## config.mk

```make
export PLATFORM = sky130hd
export DESIGN_NAME = i2c_bus_mon
export DESIGN_NICKNAME = d
export VERILOG_FILES = /design/src/rtl/i2c_bus_mon.sv
export SDC_FILE = /design/constraint.sdc
export NUM_CORES = 1
export LEC_CHECK = 0
export CAP_MARGIN = 20
export CELL_PAD_IN_SITES_DETAIL_PLACEMENT = 1
export CELL_PAD_IN_SITES_GLOBAL_PLACEMENT = 2
export CORE_ASPECT_RATIO = 1.2
export CORE_MARGIN = 4
export CORE_UTILIZATION = 30
export DETAILED_ROUTE_END_ITERATION = 10
export PLACE_DENSITY = 0.67
export SYNTH_ARGS = -nofsm -noshare
export SYNTH_HDL_FRONTEND = slang
export SYNTH_SLANG_ARGS = --single-unit
```

## constraint.sdc

```tcl
create_clock -name clk -period 3.1 [get_ports clk]
set_input_delay 0.31 -clock clk [delete_from_list [all_inputs] [get_ports clk]]
set_output_delay 0.31 -clock clk [all_outputs]
set_load 0.02 [all_outputs]
```

## src/rtl/i2c_bus_mon.sv

```systemverilog
// i2c_bus_mon: synchronise, de-glitch and decode raw I2C SCL/SDA pad inputs
// Ports:
//   clk, rst (async, active-low)     clock and reset
//   scl_in, sda_in                   raw asynchronous pad inputs
//   tmo_limit [TMO_W-1:0]            stuck-low limit in clk cycles, 0 disables
//   clr                              clears stuck_scl/stuck_sda
//   scl_f, sda_f                     filtered line levels
//   scl_rise, scl_fall               one-cycle SCL edge pulses
//   start_det, stop_det              one-cycle START/STOP pulses
//   busy                             bus held between START and STOP
//   stuck_scl, stuck_sda             sticky stuck-low flags
module i2c_bus_mon #(
    parameter int SYNC_STAGES = 2,
    parameter int FILT_LEN    = 4,
    parameter int TMO_W       = 16
) (
    input  logic             clk,
    input  logic             rst,
    input  logic             scl_in,
    input  logic             sda_in,
    input  logic [TMO_W-1:0] tmo_limit,
    input  logic             clr,
    output logic             scl_f,
    output logic             sda_f,
    output logic             scl_rise,
    output logic             scl_fall,
    output logic             start_det,
    output logic             stop_det,
    output logic             busy,
    output logic             stuck_scl,
    output logic             stuck_sda
);
    localparam int CW = FILT_LEN > 1 ? $clog2(FILT_LEN) : 1;
    localparam logic [CW-1:0] CMAX = CW'(FILT_LEN - 1);

    logic [SYNC_STAGES-1:0] scl_sync, sda_sync;
    logic [CW-1:0]          scl_cnt, sda_cnt;
    logic [TMO_W-1:0]       scl_low, sda_low;
    logic                   scl_d, sda_d;
    logic                   s_scl, s_sda;

    assign s_scl = scl_sync[SYNC_STAGES-1];
    assign s_sda = sda_sync[SYNC_STAGES-1];

    // Edge and condition decode uses only registered levels, so every pulse is glitch-free
    assign scl_rise  = scl_f & ~scl_d;
    assign scl_fall  = ~scl_f & scl_d;
    assign start_det = scl_f & scl_d & sda_d & ~sda_f;
    assign stop_det  = scl_f & scl_d & ~sda_d & sda_f;

    always_ff @(posedge clk or negedge rst) begin
        if (!rst) begin
            scl_sync  <= '1;
            sda_sync  <= '1;
            scl_cnt   <= '0;
            sda_cnt   <= '0;
            scl_f     <= 1'b1;
            sda_f     <= 1'b1;
            scl_d     <= 1'b1;
            sda_d     <= 1'b1;
            scl_low   <= '0;
            sda_low   <= '0;
            busy      <= 1'b0;
            stuck_scl <= 1'b0;
            stuck_sda <= 1'b0;
        end else begin
            scl_sync  <= {scl_sync[SYNC_STAGES-2:0], scl_in};
            sda_sync  <= {sda_sync[SYNC_STAGES-2:0], sda_in};
            // A level change is accepted only after FILT_LEN consecutive differing samples
            scl_cnt   <= (s_scl == scl_f || scl_cnt == CMAX) ? '0 : scl_cnt + 1'b1;
            sda_cnt   <= (s_sda == sda_f || sda_cnt == CMAX) ? '0 : sda_cnt + 1'b1;
            scl_f     <= (s_scl != scl_f && scl_cnt == CMAX) ? s_scl : scl_f;
            sda_f     <= (s_sda != sda_f && sda_cnt == CMAX) ? s_sda : sda_f;
            scl_d     <= scl_f;
            sda_d     <= sda_f;
            scl_low   <= scl_f ? '0 : (&scl_low ? scl_low : scl_low + 1'b1);
            sda_low   <= sda_f ? '0 : (&sda_low ? sda_low : sda_low + 1'b1);
            busy      <= start_det ? 1'b1 : stop_det ? 1'b0 : busy;
            // clr wins for one cycle; a still-true condition re-arms the flag next cycle
            stuck_scl <= clr ? 1'b0 : (tmo_limit != '0 && scl_low >= tmo_limit) ? 1'b1 : stuck_scl;
            stuck_sda <= clr ? 1'b0 : (tmo_limit != '0 && sda_low >= tmo_limit) ? 1'b1 : stuck_sda;
        end
    end
endmodule

```

==> flow_summary_export.csv <==
group,metric,value,unit
timing,min_period_over_period,0.775,
cells_and_area,syn_to_final_growth,18.7,%
pwr,power_density,543,nW/um^2
cells_and_area,final_cell_mix,"dfrtp_1 (39), ha_1 (36), clkdlybuf4s50_1 (28)",
cts,cts-root-buf,"clkbuf_16",
cells_and_area,seqCellArea,1190,sq um
drt,finalWirelength,8130,microns
timing,fmax,416,MHz
drt,route.detailed.drc,0,
pwr,ir_drop,319,uV
cells_and_area,layout_commonest_cell,"dfrtp_1",
cts,h-tree-depth,2,
cts,clk_latency,0.29,ns
floorplanning,die_width,101,microns
timing,slew_viol_final,0,
yosys,synth_cell_types,51,
drt,drtPass1Iterations,4,
timing,setup_viol,0,
global_route,grt_start_max_net_pins,28,
floorplanning,io_pins,30,
yosys,synth_edf_count,0,
global_route,antenna_found_initial,0,
status,violations,"negative hold slack",
setup_path,path_class,"reg2out",
setup_path,reg2reg_slack,1.06,ns
setup_path,cp.required,2.79,ns
timing,worstMarginPinSlew,0.547,ns
floorplanning,start_util,0.310,
yosys,ys_seq_area_frac,0.381,
timing,setup_tns,0,ns
yosys,synth_area,3120,sq um
pwr,power_leakage,0.00161,uW
global_route,grt_util_all_layers,0.142,
setup_path,cp-end-kind,"primary output",
placed_design,gp_congestion,0.729,
drt,vias,2639,
timing,hold_viol_final,17,
cts,postCtsSetupRepairBufs,0,
floorplanning,placementRows,40,
yosys,synth_nets,384,
status,status,"complete, but fails checks",
global_route,grt_pass1_wl,13700,microns
drt,dr.first_iter.drc_count,72,
drt,antenna_left,0,
setup_path,path_max_fanout,22,
cts,cts.repair.resized,0,
cts,cts_tree,"built",
setup_path,path_cells,"nor3b_1 > clkdlybuf4s50_1",
cts,path_clk_slew,0.06,ns
cts,cts-hold-fix-buffers,0,
global_route,grt_pass1_vias,2776,
timing,fin_crit,2.40,ns
cts,cts_num_sinks,47,
cells_and_area,n_antenna_cell,0,
cts,cts_buffer_depth,2,
floorplanning,die_y,120,microns
floorplanning,dieArea,12100,sq um
floorplanning,core,10100,sq um
yosys,syn_inst,327,
yosys,async_flop_share,1.00,
cells_and_area,final_cells,484,
worst_hold_path,min_path_type,"in2async",
placed_design,post_dp_cell_area,3560,sq um
yosys,avgSynthCellArea,9.53,sq um
setup_path,startpoint_type,"flip-flop",
cts,cts_buffers,5,
timing,rsz0062_at_grt,"false",
timing,whs,-0.0248,ns
setup_path,critPathMaxStageDelay,0.82,ns
drt,vias_per_cell,5.45,
placed_design,port_buffers,29,
setup_path,crit_arrival,2.09,ns
timing,relSlewSlack,0.632,
cells_and_area,finish.instance_area,3700,sq um
yosys,yosysWarningCount,0,
cells_and_area,multi_input_area,1800,sq um
timing,clock_skew,0.00315,ns
placed_design,placed_cells,477,
placed_design,dp_hpwl,6290,microns
job,max_cap_violations,0,
setup_path,cp_slowest_cell,"dfstp_2",
cells_and_area,final_nets,415,
cells_and_area,fin_util,0.368,
yosys,synthFlopType,"dfrtp_1",
global_route,grt.overflow.total,0,
drt,routedWlPerCell,16.8,microns
yosys,synth_seq_cells,47,
cells_and_area,nFillCells,1167,
cells_and_area,drive_above_1_share,0.109,
-- registers in the layout, indices dropped and copies added, names as in the netlist --
signal,cells
sda_low,16
busy,1
stuck_sda,1
scl_sync,2
scl_cnt,2
sda_f,1
sda_d,1
sda_sync,2
stuck_scl,1
scl_d,1
scl_low,16
scl_f,1
sda_cnt,2
-- cells by family (layout without fill, tap and decap cells) --
family | count (synthesis) | count (layout) | share of synthesized area
compound gates | 74 | 74 | 0.163
simple gates | 125 | 125 | 0.225
flops | 47 | 47 | 0.381
xor+xnor | 5 | 5 | 0.0141
buf+inv | 31 | 62 | 0.0409
fa+ha+maj | 36 | 36 | 0.145
mux | 9 | 9 | 0.0317
-- layout make-up --
class	instances	area share
clock inverter	1	0.00135
inverter	22	0.0223
clock buffer	6	0.0375
tap	126	0.0426
multi-input combinational	249	0.487
timing repair buffer	33	0.0886
sequential	47	0.320
-- worst max-delay path, delay by kind of cell, from the launching register on --
| family | cells | cell delay (ns) |
|---|---|---|
| buffers and inverters | 1 | 0.66 |
| DFF | 1 | 0.82 |
| and+or+nand+nor | 1 | 0.32 |
-- per-stage QoR --
| stage | hold WS [ns] | power (uW) | setup slack (ns) |
|---|---|---|---|
| 2_1_floorplan | 0.0144 | 1250 | 1.40 |
| 3_3_place_gp | 0.347 | 1450 | 0.990 |
| 3_5_place_dp | 0.317 | 1480 | 0.885 |
| 4_1_cts | 0.00179 | 2060 | 0.676 |
| 5_1_grt | 0.0177 | 2170 | 0.611 |
| 6_report | -0.0248 | 2010 | 0.697 |
-- cells in the mapped netlist, drive strengths merged (7+ instances only) --
library cell  instances  area share
dfrtp                39        0.31
inv                  22       0.026
a31oi                 8       0.016
nor4                  8       0.021
nor2b                13       0.026
dfstp                 8       0.067
mux2                  7       0.025
nand3                15       0.029
nand4                 8       0.018
nand2                22       0.026
ha                   36        0.14
o21ai                 7       0.011
nor3                 10       0.016
a21oi                27       0.043
nor2                 22       0.026
-- power by group --
group	switching (uW)	total, uW	internal, uW
clock	238	553	316
combinational	295	579	284
sequential	142	877	734
-- worst paths after layout --
check,start,to,depth (start not counted)
max,sda_f$_DFFE_PN1P_,stop_det,2
min,rst,sda_cnt[0]$_DFF_PN0_,1
max reg2reg,scl_low[1]$_DFFE_PN0P_,scl_low[6]$_DFFE_PN0P_,5
min reg2reg,sda_sync[0]$_DFF_PN1_,sda_sync[1]$_DFF_PN1_,0
max in group asynchronous,rst,scl_sync[0]$_DFF_PN1_,3
min in group clk,sda_sync[0]$_DFF_PN1_,sda_sync[1]$_DFF_PN1_,0
-- routing by layer --
layer,up-vias,part of all wire,global-route usage
met1,1311,0.46,0.180
met5,-,0,0
met2,36,0.49,0.241
met3,5,0.038,0.0291
met4,0,0.012,0.0424
li1,1287,-,-
Note: power is estimated with default switching activity, not from simulation.
